==> src/rtl/mips_alu_adders.sv <==
// MIPS execute-stage arithmetic: PC+4 incrementer, branch-target adder
// and main ALU with zero/overflow detect, plus a debug snapshot register.
module mips_alu_adders #(
  parameter int WIDTH  = 32,
  parameter int PC_INC = 4
) (
  input  logic             clock,
  input  logic             reset,
  input  logic [WIDTH-1:0] plus4_in,
  output logic [WIDTH-1:0] plus4_sum,
  input  logic [WIDTH-1:0] add_data1,
  input  logic [WIDTH-1:0] add_data2,
  output logic [WIDTH-1:0] add_sum,
  input  logic [WIDTH-1:0] read_data_1,
  input  logic [WIDTH-1:0] read_data_2,
  input  logic [3:0]       alu_control,
  output logic [WIDTH-1:0] alu_result,
  output logic             is_zero,
  output logic             overflow,
  output logic [WIDTH-1:0] alu_result_q,
  output logic             is_zero_q
);

  localparam logic [3:0] OP_AND = 4'b0000;
  localparam logic [3:0] OP_OR  = 4'b0001;
  localparam logic [3:0] OP_ADD = 4'b0010;
  localparam logic [3:0] OP_SUB = 4'b0110;
  localparam logic [3:0] OP_SLT = 4'b0111;
  localparam logic [3:0] OP_NOR = 4'b1100;

  localparam int MSB = WIDTH - 1;

  logic [WIDTH-1:0] sum;
  logic [WIDTH-1:0] diff;
  logic             slt;
  logic             add_ovf;
  logic             sub_ovf;

  assign plus4_sum = plus4_in + WIDTH'(PC_INC);
  assign add_sum   = add_data1 + add_data2;

  assign sum  = read_data_1 + read_data_2;
  assign diff = read_data_1 - read_data_2;

  // Direct signed compare, so SLT stays right when A - B overflows.
  assign slt = $signed(read_data_1) < $signed(read_data_2);

  assign add_ovf = (read_data_1[MSB] == read_data_2[MSB])
                 && (sum[MSB] != read_data_1[MSB]);
  assign sub_ovf = (read_data_1[MSB] != read_data_2[MSB])
                 && (diff[MSB] != read_data_1[MSB]);

  always_comb begin
    alu_result = '0;
    overflow   = 1'b0;
    case (alu_control)
      OP_AND: alu_result = read_data_1 & read_data_2;
      OP_OR:  alu_result = read_data_1 | read_data_2;
      OP_ADD: begin
        alu_result = sum;
        overflow   = add_ovf;
      end
      OP_SUB: begin
        alu_result = diff;
        overflow   = sub_ovf;
      end
      OP_SLT: alu_result = {{(WIDTH-1){1'b0}}, slt};
      OP_NOR: alu_result = ~(read_data_1 | read_data_2);
      default: alu_result = '0;
    endcase
  end

  assign is_zero = (alu_result == '0);

  always_ff @(posedge clock or negedge reset) begin
    if (!reset) begin
      alu_result_q <= '0;
      is_zero_q    <= 1'b1;
    end else begin
      alu_result_q <= alu_result;
      is_zero_q    <= is_zero;
    end
  end

endmodule

==> config.mk <==
export PLATFORM = sky130hd
export DESIGN_NAME = mips_alu_adders
export DESIGN_NICKNAME = d
export VERILOG_FILES = /design/src/rtl/mips_alu_adders.sv
export SDC_FILE = /design/constraint.sdc
export NUM_CORES = 1
export LEC_CHECK = 0
export ABC_AREA = 1
export BUFFER_PORTS_ARGS = -buffer_cell sky130_fd_sc_hd__buf_2
export CAP_MARGIN = 20
export CORE_AREA = 5 5 159 275
export CTS_BUF_LIST = sky130_fd_sc_hd__clkbuf_4
export CTS_CLUSTER_SIZE = 12
export DETAILED_ROUTE_END_ITERATION = 6
export DIE_AREA = 0 0 164 280
export GPL_TIMING_DRIVEN = 0
export PLACE_DENSITY = 0.49
export RECOVER_POWER = 25
export REMOVE_ABC_BUFFERS = 1
export SYNTH_ARGS = -nofsm -noshare
export SYNTH_HDL_FRONTEND = slang
export SYNTH_SLANG_ARGS = --single-unit
==> constraint.sdc <==
create_clock -name clock -period 4.1 [get_ports clock]
set_input_delay 0.82 -clock clock [delete_from_list [all_inputs] [get_ports clock]]
set_output_delay 0.82 -clock clock [all_outputs]
set_load 0.01 [all_outputs]
# Yosys cells after proc, flatten, opt, wreduce, memory -nomap -nowiden
# Cells that the tools add are included.
dict set report totals {
  output_inout_bits 131
  register_bits 33
}
dict set report classes {
  eq_ne 9
  n_mux 2
  bitwise 3
  n_addsub 4
  n_reduce_logical 4
  magnitude_cmp 1
}
# op count
set ops {}
lappend ops {{$pmux 32 s6} 1}
lappend ops {{$add 32x32->32} 2}
lappend ops {{$add 32x3->32 const B} 1}
lappend ops {{$and 32x32->32} 1}
lappend ops {{$logic_not 32->1} 1}
lappend ops {{$lt 32x32->1} 1}
lappend ops {{$not 32->32} 1}
lappend ops {{$or 32x32->32} 1}
lappend ops {{$sub 32x32->32} 1}
lappend ops {{$eq 4x3->1 const B} 2}
lappend ops {{$eq 4x1->1 const B} 1}
lappend ops {{$eq 4x2->1 const B} 1}
lappend ops {{$eq 4x4->1 const B} 1}
lappend ops {{$logic_not 4->1} 1}
lappend ops {{$ne 1x1->1} 3}
lappend ops {{$logic_and 1x1->1} 2}
lappend ops {{$pmux 1 s2} 1}
lappend ops {{$eq 1x1->1} 1}

# Longest topological paths before layout
dict set report logic_depth {
  ltp_word 4
  depth_mapped 21
  mapped_depth_nobuf 20
}

# Least setup slack after synthesis
# OpenSTA, ideal clock, no wires.
dict set report synth_path {
  path_type {input to output}
  start {input read_data_1[0]}
  end {output is_zero}
  arrival_ps 2763
  path_stages 18
  required_time_ps 3280
  path_slack_ps 517
  n_path_buf 0
  path_cell_list {ha_1 inv_1 fa_1 inv_1 nand3_1 nand2_1 nand2_1 nand2_1 nand2_1 nand2_1 nand2_1 nand3_1 nand3_1 nor2_1 nand3_1 nor2_1 nand2_1 nor2_1}
}
dict set report synth_between {
  word_cells_on_any_way 8
}
# element line_no
set synth_rtl {}
lappend synth_rtl {{start: declaration} 14} ;# input logic [WIDTH-1:0] read_data_1,
lappend synth_rtl {{$sub 32x32->32 / $add 32x32->32 (equally long branches)} {43, 42}}
lappend synth_rtl {{$pmux 32 s6 *} 56} ;# case (alu_control)
lappend synth_rtl {{named net alu_result[16]} 17} ;# output logic [WIDTH-1:0] alu_result,
lappend synth_rtl {{$logic_not 32->1 *} 73} ;# assign is_zero = (alu_result == '0);
lappend synth_rtl {{end: declaration} 18} ;# output logic is_zero,
# The timed path passes the listed nets; every way through them passes the cells marked *.

# Final worst setup path
dict set report layout_path {
  start {input alu_control[3]}
  end {output is_zero}
}
dict set report layout_between {
  elab_chain_len 3
  word_cells_on_any_way 8
}
# element line_no
set layout_lines {}
lappend layout_lines {{start: declaration} 16} ;# input logic [3:0] alu_control,
lappend layout_lines {{$eq 4x4->1, or another cell as far along} 56}
lappend layout_lines {{$pmux 32 s6 *} 56}
lappend layout_lines {{$logic_not 32->1 *} 73}
# Every way passes the cells marked *; elsewhere a longest branch is shown, timed or not.

==> flow_results.org <==
** Worst setup path
- Buffers and inverters on the worst path :: 4
- Category of the worst setup path launch point :: input port
- Family of cells with the greatest summed delay on the critical path :: simple AND/OR/NAND/NOR gates
- Max stage delay on crit path :: 0.71 ns
- At the worst endpoint, the required time is 3.28 ns.
- STA puts the critical path data arrival time at 3.37 ns.
- Cell type with the highest occurrence count on the critical path :: sky130_fd_sc_hd__nand2_1
- Setup CP Type :: in2out
- The critical path goes through buf_2, nand2_1, inv_1, nand2_1, inv_2, a221oi_1, nand2_1, nor2_2, nand3_1, nor2_1, nand3_1, nor2_2, buf_2.
- The largest individual stage delay along the critical path comes from the cell sky130_fd_sc_hd__a221oi_1.
- Critical Path End Type :: primary output
- In this run the worst path has a maximum fanout of 28.

** Global routing
- Remaining Overflow, GRT :: 0
- Maximum number of pins on one net before global-route repair :: 34
- Global routing used 20.3% of the available tracks.
- Initial antenna violation count :: 3
- Wire length of the first global-routing pass :: 71,100 um
- Via count of the first global-routing pass :: 12,500

** Placed design
- Cell total after placement :: 2,586
- During placement, the flow inserted port buffers numbering 292.
- Pre-CTS worst setup slack :: -0.714 ns
- Final weighted congestion of routability-driven global placement :: 0.977
- Summed over all nets, the half-perimeter wirelength after detailed placement is 42,300 um.

** STA
- For the final routed database, the setup TNS stands at -0.0929 ns.
- Final Hold Slack :: 0.908 ns
- Minimum clock period :: 4.19 ns
- Endpoints failing setup :: 1
- Unrepaired setup endpoints after global routing :: true
- Setup slack on the critical path of the routed design comes to -0.0929 ns.
- Slew margin rel. :: -15.6%
- At the pin with the least slew margin, the transition time is 1.73 ns.
- Count of final hold-check violations :: 0
- Final period util :: 102%
- Final count of pins violating max slew :: 34
- Timing would allow up to 239 MHz.

** Status
- Violations in the final reports :: max-capacitance violations, max-slew violations, negative setup slack
- The flow ran to the end, but the final reports show violations.

** Hold path
- The path class of the tightest hold or removal check is in2async.

** Cells and area
- Share of post-route cells with drive strength above 1 :: 24.6%
- Final instance count without filler cells :: 2,619
- The area growth from synthesis to layout is 30.0%.
- After filler insertion, the fill cell instance count of the layout stands at 4,817.
- At the end of the flow, the number of nets in the layout was 2,370.

** Route
- In this run, the number of DRC markers left after iteration 0 of detailed routing was 487.
- Detailed-route wire length :: 49,300 um
- In the final routed layout, each cell accounts on average for 18.8 um.
- The first detailed-routing pass ran for 7 iterations.
- In the routed layout, each cell is associated on average with a via count of 4.66.
- Routed vias :: 12,200
- The count of nets left with antenna violations once routing finished came out at 0.
- After detailed routing, the number of remaining DRC violations is 0.

** Job
- Max-cap viol count :: 1

** Clocking
- In this run the deepest clock path goes through 2 buffers.
- After clock tree synthesis, the clock-pin slew on the worst setup and hold paths is 0.13 ns.
- Total CTS buffers :: 5
- The clock tree synthesis step divided the H-tree into 2 levels.
- Clock tree from TritonCTS :: built
- The tree is rooted in a sky130_fd_sc_hd__clkbuf_4.
- CTS sink count :: 33
- Hold Buf Count CTS :: 0

** Logic synthesis
- In this run the cell area of the synthesized design comes to 10,100 um^2.
- For this run, the register share of the synthesized area comes to 8.15%.
- Synthesis produced a netlist whose cell count is 1,778.
- Dividing the synthesized area by the synthesized cell count gives 5.71 um^2.
- FF+latch count, synth :: 33
- Counting distinct cell types in the post-synthesis netlist gives 52.
- Yosys warning total :: 0

** Floorplanning
- In this run the standard cell core region covers 41,400 um^2.
- Die Height :: 280 um
- For this configuration, the core starts out at a cell density of 24.5%.
- The die covers 45,900 um^2.
- The initialized floorplan defines 99 standard-cell rows.
- Measured along the x axis, the die boundary spans 164 um.
- Pin placement for this block handled 297 I/O pins.

** Pwr
- For this design the static power due to leakage is 7.57 nW.
- After layout, the design draws a total of 2.37 mW.
- Power spread over the standard cell area amounts to 180 nW/um^2.
- Worst IR drop on VDD :: 0.134 mV
state kept, by name, indices dropped and copies added, names as in the netlist:
signal / flops
is_zero_q: 1
alu_result_q: 32
metal layers:
metal  share of wire, %  vias to the layer above  wire (um)  global-route usage [%]
met4                 10                        2       4920                    14.7
met5              0.014                        -          7                       0
met3                3.8                      154       1850                    1.90
met2                 55                      404      27300                    42.0
li1                   -                     6132          -                       -
met1                 31                     5503      15200                    17.3
synth_stat cells (all sizes together):
| master | instances | share of area (%) |
|---|---|---|
| xnor2 | 15 | 1.3 |
| nor2 | 205 | 8.1 |
| o221a | 1 | 0.11 |
| dfstp | 1 | 0.26 |
| nor4 | 5 | 0.52 |
| a21boi | 3 | 0.22 |
| nor3 | 35 | 2.2 |
| o21ai | 29 | 1.5 |
| o2111ai | 1 | 0.086 |
| o211ai | 4 | 0.30 |
| nand2 | 515 | 19 |
| and3 | 1 | 0.062 |
| a21o | 6 | 0.44 |
| a221oi | 24 | 2.1 |
| o21a | 3 | 0.22 |
| o21bai | 16 | 1.2 |
| inv | 355 | 13 |
| nand3 | 166 | 8.7 |
| and2 | 7 | 0.43 |
| a211oi | 3 | 0.22 |
| dfrtp | 32 | 7.9 |
| nand3b | 6 | 0.57 |
| ha | 140 | 17 |
| clkbuf | 1 | 0.037 |
| nand4 | 18 | 1.2 |
| buf | 38 | 2.8 |
| a21oi | 95 | 4.8 |
| o2111a | 1 | 0.11 |
| nor3b | 1 | 0.074 |
| a31oi | 3 | 0.25 |
| fa | 3 | 0.59 |
| xor2 | 45 | 3.9 |
how the worst max path moves through the flow:
stage / startpoint / end / slack (ns) / cells after the start
after floorplan: read_data_1[0] / is_zero / 0.49 / 18
after global placement: read_data_2[0] / is_zero / -0.70 / 20
after detailed placement: read_data_2[0] / is_zero / -0.71 / 20
after CTS: read_data_2[0] / is_zero / -0.08 / 22
after global routing: read_data_1[1] / is_zero / -0.13 / 19
final: alu_control[3] / is_zero / -0.09 / 13
placed cells by master (no fill, tap or decap), types with 17 or more instances in the layout:
cell                       Yosys  layout
sky130_fd_sc_hd__buf_2        10     275
sky130_fd_sc_hd__a221oi_1     24      19
sky130_fd_sc_hd__ha_1        140     109
sky130_fd_sc_hd__nand4_1      17      17
sky130_fd_sc_hd__nand2_2      12      37
sky130_fd_sc_hd__buf_4        19      23
sky130_fd_sc_hd__nand2_1     502     473
sky130_fd_sc_hd__a21oi_1      92      85
sky130_fd_sc_hd__o21ai_0      22      19
sky130_fd_sc_hd__nand3_1     155     136
sky130_fd_sc_hd__nor2_1      188     160
sky130_fd_sc_hd__nor2_2       14      33
sky130_fd_sc_hd__ha_4          0      30
sky130_fd_sc_hd__xor2_1       45      45
sky130_fd_sc_hd__inv_1       350     347
sky130_fd_sc_hd__nor3_1       27      23
sky130_fd_sc_hd__nand3_2      11      21
sky130_fd_sc_hd__dfrtp_1      32      32
metrics by stage:
| stage | cell area [um^2] | utilization, % |
|---|---|---|
| final | 13200 | 31.9 |
| after global routing | 13200 | 31.9 |
| after CTS | 12500 | 30.2 |
| after detailed placement | 12000 | 29.1 |
| after global placement | 12000 | 29.0 |
| after floorplan | 9860 | - |
kinds of logic after synthesis:
group                    count (synthesis)  share of synthesized area (%)
AO/OA/AOI/OAI                          189                           11.5
XOR/XNOR                                60                           5.18
adder cells (fa/ha/maj)                143                           17.9
buffers and inverters                  394                           16.0
flip-flops                              33                           8.15
AND/OR/NAND/NOR                        959                           41.4
report_power, final:
group | switching [mW] | internal [mW]
registers | 0.00643 | 0.351
logic | 1.14 | 0.624
clock network | 0.124 | 0.129
repair_timing:
item                       4_1_cts  5_1_grt
resized for setup               92      108
setup buffers                    4       18
pin swaps                        5       33
gates cloned                     0        1
setup endpoints to repair       16        8
area by class of cell:
class,count,area (um^2),area share (%)
multi-input combinational,1352,8620,65.3
timing repair buffer,314,1630,12.3
inverter,355,1350,10.2
sequential,33,827,6.27
tap,555,694,5.26
clock inverter,3,46.3,0.351
clock buffer,5,37.5,0.284
antenna,2,5.00,0.0379
Note: power is estimated with default switching activity, not from simulation.
